### src/rtl/mmc_cmd_seq_pkg.sv
// Purpose: shared types and constants for the MMC command sequencer and its CRC7 helper.
// Latency: n/a (types, constants and a pure function only).
// Backpressure: n/a.
// Contents: FSM state encoding, resp_type codes, frame/turnaround/trailer lengths, CRC7 step.
package mmc_cmd_seq_pkg;

  typedef enum logic [2:0] {
    ST_IDLE       = 3'd0,
    ST_SEND       = 3'd1,
    ST_TURN       = 3'd2,
    ST_WAIT_START = 3'd3,
    ST_RECV       = 3'd4,
    ST_FIN        = 3'd5
  } state_e;

  // Reserved codes behave exactly like RESP_NONE.
  typedef enum logic [1:0] {
    RESP_NONE  = 2'd0,
    RESP_SHORT = 2'd1,
    RESP_RSV2  = 2'd2,
    RESP_RSV3  = 2'd3
  } resp_type_e;

  localparam int unsigned FRAME_LEN  = 48;  // command and short-response frame bits
  localparam int unsigned TURN_LEN   = 2;   // released-line clocks between command and response
  localparam int unsigned TRAIL_LEN  = 8;   // trailing clocks after each sequence
  localparam int unsigned CRC_LO_BIT = 8;   // lowest frame bit covered by the CRC7
  localparam int unsigned RESP_HI    = 45;  // top frame bit captured into resp

  // x^7 + x^3 + 1
  localparam logic [6:0] CRC7_POLY = 7'h09;

  // One serial CRC7 step, MSB-first data.
  function automatic logic [6:0] crc7_next(input logic [6:0] crc, input logic din);
    logic fb;
    fb = din ^ crc[6];
    return {crc[5:0], 1'b0} ^ (fb ? CRC7_POLY : 7'h00);
  endfunction

endpackage

### src/rtl/mmc_crc7.sv
// Purpose: serial CRC7 accumulator, cleared per frame, fed one bit per strobe.
// Latency: crc_o reflects a fed bit one cycle after bit_vld_i.
// Backpressure: none; accepts a bit on every cycle bit_vld_i is high.
// Ports: clk_i/rst_i (sync, active-high), clr_i (wins over bit_vld_i), bit_vld_i, bit_i, crc_o[6:0].
module mmc_crc7
  import mmc_cmd_seq_pkg::*;
(
  input  logic       clk_i,
  input  logic       rst_i,
  input  logic       clr_i,
  input  logic       bit_vld_i,
  input  logic       bit_i,
  output logic [6:0] crc_o
);

  logic [6:0] crc_q;

  always_ff @(posedge clk_i) begin
    if (rst_i || clr_i) begin
      crc_q <= 7'h00;
    end else if (bit_vld_i) begin
      crc_q <= crc7_next(crc_q, bit_i);
    end
  end

  assign crc_o = crc_q;

endmodule

### src/rtl/mmc_cmd_seq.sv
// Purpose: MMC command sequencer: sends a 48-bit command, optionally receives a 48-bit response.
// Latency: busy one cycle after cmd_start; one clk_tick/clk_done handshake per MMC clock.
// Backpressure: every MMC clock stalls until clk_done; cmd_start ignored unless idle and not in the done cycle.
// Ports: wb_clk_i/wb_rst_i; cmd_start/cmd_index/cmd_arg/resp_type request; busy/done/timeout/crc_err/resp status;
//        clk_tick/clk_done clock-controller handshake; mmc_cmd_o/mmc_cmd_oe/mmc_cmd_i CMD line.
module mmc_cmd_seq
  import mmc_cmd_seq_pkg::*;
#(
  parameter int unsigned NCR_MAX = 64
) (
  input  logic        wb_clk_i,
  input  logic        wb_rst_i,
  input  logic        cmd_start,
  input  logic [5:0]  cmd_index,
  input  logic [31:0] cmd_arg,
  input  logic [1:0]  resp_type,
  output logic        busy,
  output logic        done,
  output logic        timeout,
  output logic        crc_err,
  output logic [37:0] resp,
  output logic        clk_tick,
  input  logic        clk_done,
  output logic        mmc_cmd_o,
  output logic        mmc_cmd_oe,
  input  logic        mmc_cmd_i
);

  localparam int unsigned NCR_W = $clog2(NCR_MAX + 1);

  state_e           state_q;
  logic [5:0]       bit_cnt_q;
  logic [NCR_W-1:0] ncr_cnt_q;
  logic [39:0]      tx_sr_q;       // start, direction, index, argument; MSB goes out next
  logic             resp_short_q;
  logic             tick_wait_q;   // a tick is outstanding until clk_done
  logic             clk_tick_q;
  logic             cmd_o_q;
  logic             cmd_oe_q;
  logic             busy_q;
  logic             done_q;
  logic             timeout_q;
  logic             crc_err_q;
  logic [37:0]      resp_q;

  logic       accept;
  logic       tick_ack;
  logic       crc_clr;
  logic       crc_vld;
  logic       crc_din;
  logic [6:0] crc_val;
  logic       crc_bit;
  logic       tx_bit_d;
  logic       crc_zone;

  // The done cycle already shows IDLE, so done_q blocks a coincident start.
  assign accept   = (state_q == ST_IDLE) && cmd_start && !done_q;
  assign tick_ack = tick_wait_q && clk_done;
  assign crc_zone = (bit_cnt_q >= 6'(CRC_LO_BIT));

  // Frame bits 7..1 carry CRC bits 6..0.
  assign crc_bit  = crc_val[3'(bit_cnt_q - 6'd1)];

  always_comb begin
    tx_bit_d = 1'b1;
    if (crc_zone) begin
      tx_bit_d = tx_sr_q[39];
    end else if (bit_cnt_q != 6'd0) begin
      tx_bit_d = crc_bit;
    end
  end

  // One CRC engine: cleared on accept for TX, cleared again entering WAIT_START for RX.
  // The RX start bit is fed from WAIT_START since it is frame bit 47.
  assign crc_clr = accept || ((state_q == ST_TURN) && tick_ack && (bit_cnt_q == 6'd0));
  assign crc_din = (state_q == ST_SEND) ? tx_sr_q[39] : mmc_cmd_i;
  assign crc_vld = tick_ack &&
                   (((state_q == ST_SEND) && crc_zone) ||
                    ((state_q == ST_WAIT_START) && !mmc_cmd_i) ||
                    ((state_q == ST_RECV) && crc_zone));

  mmc_crc7 u_crc7 (
    .clk_i     (wb_clk_i),
    .rst_i     (wb_rst_i),
    .clr_i     (crc_clr),
    .bit_vld_i (crc_vld),
    .bit_i     (crc_din),
    .crc_o     (crc_val)
  );

  always_ff @(posedge wb_clk_i) begin
    if (wb_rst_i) begin
      state_q      <= ST_IDLE;
      bit_cnt_q    <= '0;
      ncr_cnt_q    <= '0;
      tx_sr_q      <= '0;
      resp_short_q <= 1'b0;
      tick_wait_q  <= 1'b0;
      clk_tick_q   <= 1'b0;
      cmd_o_q      <= 1'b1;
      cmd_oe_q     <= 1'b0;
      busy_q       <= 1'b0;
      done_q       <= 1'b0;
      timeout_q    <= 1'b0;
      crc_err_q    <= 1'b0;
      resp_q       <= '0;
    end else begin
      done_q <= 1'b0;

      // Shared tick handshake: issue one tick, then hold until clk_done.
      // The TX bit is updated with the tick, so it is stable before the MMC edge.
      if (state_q != ST_IDLE) begin
        if (!tick_wait_q) begin
          clk_tick_q  <= 1'b1;
          tick_wait_q <= 1'b1;
          if (state_q == ST_SEND) begin
            cmd_o_q <= tx_bit_d;
          end
        end else begin
          clk_tick_q <= 1'b0;
          if (clk_done) begin
            tick_wait_q <= 1'b0;
          end
        end
      end

      case (state_q)
        ST_IDLE: begin
          if (accept) begin
            tx_sr_q      <= {2'b01, cmd_index, cmd_arg};
            resp_short_q <= (resp_type == RESP_SHORT);
            timeout_q    <= 1'b0;
            crc_err_q    <= 1'b0;
            resp_q       <= '0;
            busy_q       <= 1'b1;
            cmd_oe_q     <= 1'b1;
            bit_cnt_q    <= 6'(FRAME_LEN - 1);
            ncr_cnt_q    <= '0;
            state_q      <= ST_SEND;
          end
        end

        ST_SEND: begin
          if (tick_ack) begin
            if (crc_zone) begin
              tx_sr_q <= {tx_sr_q[38:0], 1'b0};
            end
            if (bit_cnt_q == 6'd0) begin
              cmd_oe_q <= 1'b0;
              cmd_o_q  <= 1'b1;
              if (resp_short_q) begin
                bit_cnt_q <= 6'(TURN_LEN - 1);
                state_q   <= ST_TURN;
              end else begin
                bit_cnt_q <= 6'(TRAIL_LEN - 1);
                state_q   <= ST_FIN;
              end
            end else begin
              bit_cnt_q <= bit_cnt_q - 6'd1;
            end
          end
        end

        ST_TURN: begin
          if (tick_ack) begin
            if (bit_cnt_q == 6'd0) begin
              ncr_cnt_q <= '0;
              state_q   <= ST_WAIT_START;
            end else begin
              bit_cnt_q <= bit_cnt_q - 6'd1;
            end
          end
        end

        ST_WAIT_START: begin
          if (tick_ack) begin
            if (!mmc_cmd_i) begin
              bit_cnt_q <= 6'(FRAME_LEN - 2);
              state_q   <= ST_RECV;
            end else begin
              // Saturates at NCR_MAX: the timeout leaves this state on the same sample.
              ncr_cnt_q <= ncr_cnt_q + 1'b1;
              if (ncr_cnt_q == NCR_W'(NCR_MAX - 1)) begin
                timeout_q <= 1'b1;
                bit_cnt_q <= 6'(TRAIL_LEN - 1);
                state_q   <= ST_FIN;
              end
            end
          end
        end

        ST_RECV: begin
          if (tick_ack) begin
            if (crc_zone && (bit_cnt_q <= 6'(RESP_HI))) begin
              resp_q <= {resp_q[36:0], mmc_cmd_i};
            end
            if (!crc_zone && (bit_cnt_q != 6'd0) && (mmc_cmd_i != crc_bit)) begin
              crc_err_q <= 1'b1;
            end
            if (bit_cnt_q == 6'd0) begin
              if (!mmc_cmd_i) begin
                crc_err_q <= 1'b1;
              end
              bit_cnt_q <= 6'(TRAIL_LEN - 1);
              state_q   <= ST_FIN;
            end else begin
              bit_cnt_q <= bit_cnt_q - 6'd1;
            end
          end
        end

        ST_FIN: begin
          if (tick_ack) begin
            if (bit_cnt_q == 6'd0) begin
              done_q  <= 1'b1;
              busy_q  <= 1'b0;
              state_q <= ST_IDLE;
            end else begin
              bit_cnt_q <= bit_cnt_q - 6'd1;
            end
          end
        end

        default: state_q <= ST_IDLE;
      endcase
    end
  end

  assign busy       = busy_q;
  assign done       = done_q;
  assign timeout    = timeout_q;
  assign crc_err    = crc_err_q;
  assign resp       = resp_q;
  assign clk_tick   = clk_tick_q;
  assign mmc_cmd_o  = cmd_o_q;
  assign mmc_cmd_oe = cmd_oe_q;

endmodule

### config.mk
export PLATFORM = sky130hd
export DESIGN_NAME = mmc_cmd_seq
export DESIGN_NICKNAME = d
export VERILOG_FILES = /design/src/rtl/mmc_cmd_seq_pkg.sv /design/src/rtl/mmc_crc7.sv /design/src/rtl/mmc_cmd_seq.sv
export SDC_FILE = /design/constraint.sdc
export NUM_CORES = 1
export LEC_CHECK = 0
export ABC_AREA = 0
export CORE_MARGIN = 8
export CORE_UTILIZATION = 54
export DETAILED_ROUTE_END_ITERATION = 10
export PLACE_DENSITY = 0.89
export SYNTH_ARGS = -nofsm -noshare
export SYNTH_HDL_FRONTEND = slang
export SYNTH_SLANG_ARGS = --single-unit
### constraint.sdc
create_clock -name wb_clk_i -period 2.9 [get_ports wb_clk_i]
set_input_delay 0.58 -clock wb_clk_i [delete_from_list [all_inputs] [get_ports wb_clk_i]]
set_output_delay 0.58 -clock wb_clk_i [all_outputs]
set_load 0.05 [all_outputs]
==> PnR_summary.wiki, run 1 <==
{| class="wikitable"
! Metric !! Value
|-
| Setup TNS after final layout || 0 ns
|-
| Final WL || ~15000 um
|-
| Vias per cell || between 6 and 7
|-
| Final setup fails || 0
|-
| Die span in x || between 100 and 150 um
|-
| Setup WS pre-CTS || ~0.044 ns
|-
| Share of the synthesized area in the top cell type || 0.406
|-
| CTS sink cnt || 110
|-
| Overall overflow remaining after global route || 0
|-
| Achievable Freq || between 300 and 400 MHz
|-
| Cell count after synthesis || between 600 and 700
|-
| Maximum number of pins on one net before global-route repair || 79
|-
| DRC viols || 0
|-
| Number of H-tree levels || 3
|-
| Count of instances resized after the clock tree is built || 0
|-
| Max Buffers Root-to-Sink || 2
|-
| Number of antenna violations at the first check in global routing || 0
|-
| Y dimension of the die || 116 um
|-
| Signed area change from the synthesized netlist to the final layout || 21.6%
|-
| Fraction of power consumed by the clock network || 0.158
|-
| Share of total power in sequential cells || 0.320
|-
| Number of buffers created by CTS || 9
|-
| Synthesis-stage register bit count || 110
|-
| Overall global routing resource usage || 0.220
|-
| Max-slew violation count || 0
|-
| Static Leakage || between 0.002 and 0.0025 uW
|-
| Number of nets produced by synthesis || around 680
|-
| Count of flip-flops with a built-in enable after synthesis || 0
|-
| Combinational Power Share || 0.522
|-
| Top post-synthesis cells by area || sky130_fd_sc_hd__dfxtp_1, sky130_fd_sc_hd__nand2_1, sky130_fd_sc_hd__a311oi_1
|-
| Full die area || 0.0135 sq mm
|-
| Fraction of synthesis flops using an asynchronous set or reset pin || 0
|-
| Crit path launch type || register
|-
| Worst vdd rail ir drop || ~730 uV
|-
| Min cycle time layout || around 2.6 ns
|-
| Setup CP Type || reg2reg
|-
| Detailed-route via count || 5058
|-
| Result of the run || finished, final reports clean
|-
| Worst endpoint data arrival time || 2.84 ns
|-
| Sequential share of the synthesized area || 0.406
|-
| Detail-routed net length per standard cell || between 15 and 20 um
|-
| Area inside the core boundary || 0.00977 sq mm
|-
| Final cell utilization of the core || 0.674
|-
| Number of antenna diodes || 0
|-
| Share of the clock period used by the worst path || 0.890
|-
| Setup repair after global routing missed its margin || false
|-
| Clock tree from TritonCTS || yes
|-
| Starting Density || 0.555
|-
| Switch share || 0.455
|-
| Cell taking the most area after synthesis || sky130_fd_sc_hd__dfxtp_1
|-
| CTS clk-pin slew, worst paths || 0.11 ns
|-
| Number of max-capacitance violations reported || 0
|-
| Avg Synthesized Cell Area || around 8.6 sq um
|-
| Maximum clock skew at final layout || 0.00761 ns
|-
| Gpl congestion || between 0.9 and 1
|-
| Mapped cell area || ~0.0054 sq mm
|-
| Internal Power || 3460 uW
|-
| Transition at the pin with the smallest max-transition slack || 0.701 ns
|-
| Number of cell rows || 36
|-
| Number of global-route vias before repair || around 5000
|-
| Buffers added on ports || 89
|-
| Skew-Pair Late Insertion Delay || about 0.38 ns
|-
| Hold Buf Count CTS || 0
|-
| Multi-input gate area || roughly 0.0029 sq mm
|-
| Detailed placer's ending HPWL || ~10000 um
|-
| Primary flip-flop cell chosen by synthesis mapping || sky130_fd_sc_hd__dfxtp_1
|-
| Buffers inserted by post-CTS timing repair || 0
|-
| Power dissipated by switching net loads || ~2900 uW
|-
| Slew HR || 0.533
|-
| Final ANT Viol Nets || 0
|-
| Netlist cell types || 73
|-
| Final net count || ~740
|-
| Critical path fanouts, max || 8
|-
| DR iter-0 viols || around 570
|-
| DR pass1 iterations || 5
|-
| CP Capture Type || register
|-
| Total power per unit cell area || slightly below 1000 mW/mm^2
|-
| Clock root buffer master || sky130_fd_sc_hd__clkbuf_8
|-
| Final hold viol count || 0
|-
| Sequential cell area || roughly 0.0022 sq mm
|-
| Final setup slack of the worst path || roughly 0.32 ns
|-
| Proportion of layout cells with a drive suffix above 1 || 0.0862
|-
| Fill cell total of the finished layout || about 760
|-
| Critical Path RT || between 3 and 4 ns
|-
| Wire length of the first global-routing pass || around 24000 um
|-
| Class of the worst hold path || reg2reg
|-
| Number of I/O pins || 90
|-
| YS warnings || 0
|}
==> layer usage <==
layer  vias to the layer above  global-route usage  routed length (um)
li1                       2423                   -                   -
met1                      2347               0.276                6480
met2                       252               0.353                6750
met3                        36              0.0610                1330
met4                         0              0.0812                 366
met5                         -                   0                   0
==> critical path: stages, from the launching register on <==
cell and delay (ns):
sky130_fd_sc_hd__dfxtp_1 0.56, sky130_fd_sc_hd__inv_1 0.08, sky130_fd_sc_hd__ha_1 0.30, sky130_fd_sc_hd__xnor2_1 0.34, sky130_fd_sc_hd__mux4_2 0.58, sky130_fd_sc_hd__o31a_1 0.31
sky130_fd_sc_hd__xnor2_1 0.18, sky130_fd_sc_hd__o21ai_0 0.11
==> synth_stat cells (2+ instances only) <==
cell type	number
sky130_fd_sc_hd__buf_1	3
sky130_fd_sc_hd__nor3_1	5
sky130_fd_sc_hd__nand2_1	116
sky130_fd_sc_hd__o311ai_1	2
sky130_fd_sc_hd__a41o_1	2
sky130_fd_sc_hd__nor2_1	63
sky130_fd_sc_hd__buf_2	15
sky130_fd_sc_hd__dfxtp_1	110
sky130_fd_sc_hd__nand4b_1	3
sky130_fd_sc_hd__nor4bb_1	2
sky130_fd_sc_hd__buf_4	8
sky130_fd_sc_hd__nand3_1	29
sky130_fd_sc_hd__buf_6	4
sky130_fd_sc_hd__o211ai_1	20
sky130_fd_sc_hd__nor4_1	2
sky130_fd_sc_hd__or3b_1	2
sky130_fd_sc_hd__nor2b_1	7
sky130_fd_sc_hd__a21oi_1	18
sky130_fd_sc_hd__o31a_1	2
sky130_fd_sc_hd__nand2b_1	4
sky130_fd_sc_hd__or4_1	2
sky130_fd_sc_hd__nor4b_1	3
sky130_fd_sc_hd__and2_1	6
sky130_fd_sc_hd__inv_1	8
sky130_fd_sc_hd__xnor2_1	4
sky130_fd_sc_hd__a31o_1	2
sky130_fd_sc_hd__o211a_1	3
sky130_fd_sc_hd__o21ai_1	3
sky130_fd_sc_hd__a211oi_1	4
sky130_fd_sc_hd__ha_1	3
sky130_fd_sc_hd__o21ai_0	10
sky130_fd_sc_hd__nor3b_2	3
sky130_fd_sc_hd__o21a_1	2
sky130_fd_sc_hd__clkbuf_1	29
sky130_fd_sc_hd__nor3_2	2
sky130_fd_sc_hd__or3_1	5
sky130_fd_sc_hd__mux2i_1	30
sky130_fd_sc_hd__a31oi_1	2
sky130_fd_sc_hd__o41ai_1	18
sky130_fd_sc_hd__a311oi_1	40
sky130_fd_sc_hd__a2111oi_0	2
==> sequential cells by signal, summed over array words and instances, names as in the netlist <==
name and count:
ncr_cnt_q 7, tick_wait_q 1, resp_short_q 1, tx_sr_q 40
crc_err 1, bit_cnt_q 6, resp 38, state_q 3
mmc_cmd_oe 1, done 1, timeout 1, busy 1
mmc_cmd_o 1, clk_tick 1, u_crc7.crc_o 7
==> power by group through the flow <==
| stage | Sequential, uW | Combinational [uW] | Clock (uW) |
|---|---|---|---|
| finish | 2030 | 3320 | 1000 |
| global placement | 2040 | 3170 | 0 |
| global route | 2070 | 3630 | 1070 |
| detailed placement | 2060 | 3260 | 0 |
| CTS | 2020 | 3280 | 1020 |
| floorplan | 2050 | 2570 | 0 |
==> path summary, 6_finish.rpt <==
check	startpoint	to	slack, ns	cells past startpoint
setup reg to reg	bit_cnt_q[0]	crc_err	0.32	7
setup / recovery	bit_cnt_q[0]	crc_err	0.32	7
hold reg to reg	tx_sr_q[15]	tx_sr_q[16]	0.47	2
hold / removal	tx_sr_q[15]	tx_sr_q[16]	0.47	2
==> metrics by stage <==
step	area [sq um]	hold WS [ns]	cells	total power [uW]
floorplan	5420	0.445	630	4620
global placement	6380	0.459	813	5210
detailed placement	6380	0.462	813	5320
CTS	6590	0.477	829	6330
global route	6590	0.485	829	6770
finish	6590	0.473	829	6350
==> cells in the final DEF (no fill, tap or decap), types with 6 or more instances in the layout <==
cell	instances
sky130_fd_sc_hd__nand2_1	116
sky130_fd_sc_hd__dfxtp_1	110
sky130_fd_sc_hd__clkdlybuf4s50_1	88
sky130_fd_sc_hd__nor2_1	62
sky130_fd_sc_hd__a311oi_1	40
sky130_fd_sc_hd__mux2i_1	30
sky130_fd_sc_hd__nand3_1	29
sky130_fd_sc_hd__o211ai_1	20
sky130_fd_sc_hd__a21oi_1	18
sky130_fd_sc_hd__o41ai_1	18
sky130_fd_sc_hd__buf_4	17
sky130_fd_sc_hd__o21ai_0	10
sky130_fd_sc_hd__clkbuf_8	10
sky130_fd_sc_hd__inv_1	7
sky130_fd_sc_hd__nor2b_1	7
sky130_fd_sc_hd__and2_1	6
==> area by class of cell <==
cell class              instances  area share
flip-flops and latches        110       0.334
repair buffers                109       0.163
well taps                     133      0.0252
clock inverters                 6      0.0118
clock buffers                  10      0.0209
multi-input cells             453       0.441
inverters                       8     0.00456
==> cell families (layout without fill, tap and decap cells) <==
logic type                 after synthesis  after routing  share of synthesized area
AOI/OAI and AO/OA                      152            152                      0.230
muxes                                   32             32                     0.0616
DFF                                    110            110                      0.406
xor gates and xnor gates                 5              5                     0.0106
and+or+nand+nor                        261            261                      0.224
buffers and inverters                   67            133                     0.0609
adders and majority gates                3              3                    0.00692
Note: power is estimated with default switching activity, not from simulation.
==> run 2: changes to the inputs <==
- CELL_PAD_IN_SITES_DETAIL_PLACEMENT: not set -> 2
- CELL_PAD_IN_SITES_GLOBAL_PLACEMENT: not set -> 2
- CORE_UTILIZATION: 54 -> 32
- PLACE_DENSITY: 0.89 -> 0.88
==> PnR_summary.wiki, run 2 (synthesized netlist as in run 1, its figures left out) <==
{| class="wikitable"
! Metric !! Value
|-
| Setup TNS after final layout || 0 ns (unchanged)
|-
| Sequential cell area || 0.00220 sq mm (unchanged)
|-
| Most frequent cells in the layout || sky130_fd_sc_hd__nand2_1, sky130_fd_sc_hd__dfxtp_1, sky130_fd_sc_hd__clkdlybuf4s50_1, sky130_fd_sc_hd__nor2_1, sky130_fd_sc_hd__a311oi_1
|-
| Critical Path RT || 3.14 ns (-0.02 ns)
|-
| Static Leakage || 0.00243 uW (+2.3%)
|-
| Most frequent standard cell in the layout excluding fill and tap cells || sky130_fd_sc_hd__nand2_1
|-
| Result of the run || finished, final reports clean
|-
| Final ANT Viol Nets || 0 (unchanged)
|-
| Detailed placer's ending HPWL || 13800 um (+38%)
|-
| Skew-Pair Late Insertion Delay || 0.36 ns (-0.02 ns)
|-
| DR iter-0 viols || 178 (-69%)
|-
| Max Buffers Root-to-Sink || 2 (unchanged)
|-
| Maximum number of pins on one net before global-route repair || 79 (unchanged)
|-
| Total power per unit cell area || 1020 mW/mm^2 (+5.5%)
|-
| Number of I/O pins || 90 (unchanged)
|-
| Critical path fanouts, max || 26 (+18)
|-
| Count of instances resized after the clock tree is built || 0 (unchanged)
|-
| Die span in x || 146 um (+26%)
|-
| Area inside the core boundary || 0.0166 sq mm (+70%)
|-
| Number of antenna violations at the first check in global routing || 0 (unchanged)
|-
| Number of max-capacitance violations reported || 0 (unchanged)
|-
| Buffers inserted by post-CTS timing repair || 0 (unchanged)
|-
| Maximum clock skew at final layout || 0.00823 ns (+0.000615 ns)
|-
| Most flop-heavy register || tx_sr_q
|-
| Vias per cell || 5.62 (-7.8%)
|-
| Detailed-route via count || 5158 (+2.0%)
|-
| Achievable Freq || 386 MHz (-0.37%)
|-
| Class of the worst hold path || reg2reg
|-
| Crit path launch type || register
|-
| Largest register FFs || 40 (unchanged)
|-
| DR pass1 iterations || 5 (unchanged)
|-
| CTS clk-pin slew, worst paths || 0.07 ns (-0.04 ns)
|-
| Proportion of layout cells with a drive suffix above 1 || 0.0890 (+0.00275)
|-
| Clock tree from TritonCTS || yes
|-
| Gpl congestion || 0.872 (-5.6%)
|-
| Y dimension of the die || 146 um (+26%)
|-
| Full die area || 0.0214 sq mm (+58%)
|-
| Multi-input gate area || 0.00290 sq mm (unchanged)
|-
| CTS sink cnt || 110 (unchanged)
|-
| CP Capture Type || register
|-
| Number of global-route vias before repair || 5649 (+14%)
|-
| Number of buffers created by CTS || 9 (unchanged)
|-
| Slew HR || 0.577 (+0.0440)
|-
| Number of antenna diodes || 0 (unchanged)
|-
| Min cycle time layout || 2.59 ns (+0.00971 ns)
|-
| Final hold viol count || 0 (unchanged)
|-
| Number of H-tree levels || 3 (unchanged)
|-
| Overall overflow remaining after global route || 0 (unchanged)
|-
| Number of cell rows || 47 (+31%)
|-
| Fill cell total of the finished layout || 1811 (+140%)
|-
| Setup CP Type || reg2reg
|-
| Starting Density || 0.327 (-0.228)
|-
| Max-slew violation count || 0 (unchanged)
|-
| Final setup fails || 0 (unchanged)
|-
| Final cell utilization of the core || 0.411 (-0.263)
|-
| Final net count || 740 (+0.14%)
|-
| Worst endpoint data arrival time || 2.83 ns (about the same)
|-
| Signed area change from the synthesized netlist to the final layout || 25.8%
|-
| DRC viols || 0 (unchanged)
|-
| Hold Buf Count CTS || 0 (unchanged)
|-
| Setup repair after global routing missed its margin || false
|-
| Share of the clock period used by the worst path || 0.893 (+0.00335)
|-
| Clock root buffer master || sky130_fd_sc_hd__clkbuf_16
|-
| Final WL || 19500 um (+30%)
|-
| Detail-routed net length per standard cell || 21.2 um (+18%)
|-
| Transition at the pin with the smallest max-transition slack || 0.635 ns (-0.0660 ns)
|-
| Buffers added on ports || 89 (unchanged)
|-
| Overall global routing resource usage || 0.180 (-0.0398)
|-
| Wire length of the first global-routing pass || 31400 um (+30%)
|-
| Worst vdd rail ir drop || 607 uV (-17%)
|}
-- run 2: cell count changes in the layout (fill, tap and decap cells not counted) --
cell / change
sky130_fd_sc_hd__inv_2: +1
sky130_fd_sc_hd__bufinv_16: +1
sky130_fd_sc_hd__clkinv_1: -1
sky130_fd_sc_hd__clkbuf_16: +9
sky130_fd_sc_hd__clkbuf_8: -10
sky130_fd_sc_hd__inv_8: -1
sky130_fd_sc_hd__clkinvlp_4: +1
sky130_fd_sc_hd__buf_4: +1
-- run 2: path summary, 6_finish.rpt --
path | end | slack [ns] | start | depth (start not counted)
max | resp[12] | 0.31 | bit_cnt_q[0] | 8
min | timeout | 0.48 | timeout | 2
max reg2reg | resp[12] | 0.31 | bit_cnt_q[0] | 8
min reg2reg | timeout | 0.48 | timeout | 2
-- run 2: metal layers --
metal  GRT usage  vias to the layer above  part of all wire  wire length (um)
li1            -                     2430                 -                 -
met1       0.213                     2594              0.43              8400
met2       0.313                      113              0.50              9760
met3      0.0479                       21             0.054              1050
met4      0.0536                        0             0.014               279
met5           0                        -                 0                 0
-- run 2: worst max-delay path: stages, from the launching register on --
cell	delay, ns
sky130_fd_sc_hd__dfxtp_1	0.52
sky130_fd_sc_hd__inv_1	0.09
sky130_fd_sc_hd__ha_1	0.31
sky130_fd_sc_hd__nor4bb_1	0.31
sky130_fd_sc_hd__o21ai_1	0.17
sky130_fd_sc_hd__a31oi_4	0.44
sky130_fd_sc_hd__buf_4	0.37
sky130_fd_sc_hd__o211ai_1	0.13
sky130_fd_sc_hd__o41ai_1	0.12
-- run 2: layout make-up --
cell class | instances | share of cell area
timing repair buffer | 110 | 0.158
sequential | 110 | 0.323
multi-input combinational | 453 | 0.426
clock inverter | 7 | 0.0152
inverter | 8 | 0.00440
tap | 220 | 0.0404
clock buffer | 9 | 0.0330
-- run 2: metrics by stage --
step	std cells	power, uW	hold WS [ns]	setup slack [ns]	instance area [sq um]
finish	917	6930	0.483	0.310	6820
global route	917	7380	0.509	0.0838	6820
CTS	917	7010	0.490	0.301	6820
detailed placement	901	5590	0.475	0.0702	6490
global placement	901	5350	0.458	0.234	6490
floorplan	630	4620	0.445	0.736	5420
-- run 2: power by group --
| group | internal, uW | leakage, uW | switching [uW] |
|---|---|---|---|
| registers | 1790 | 0.000898 | 259 |
| logic | 1240 | 0.00138 | 2260 |
| clock network | 769 | 0.000154 | 615 |
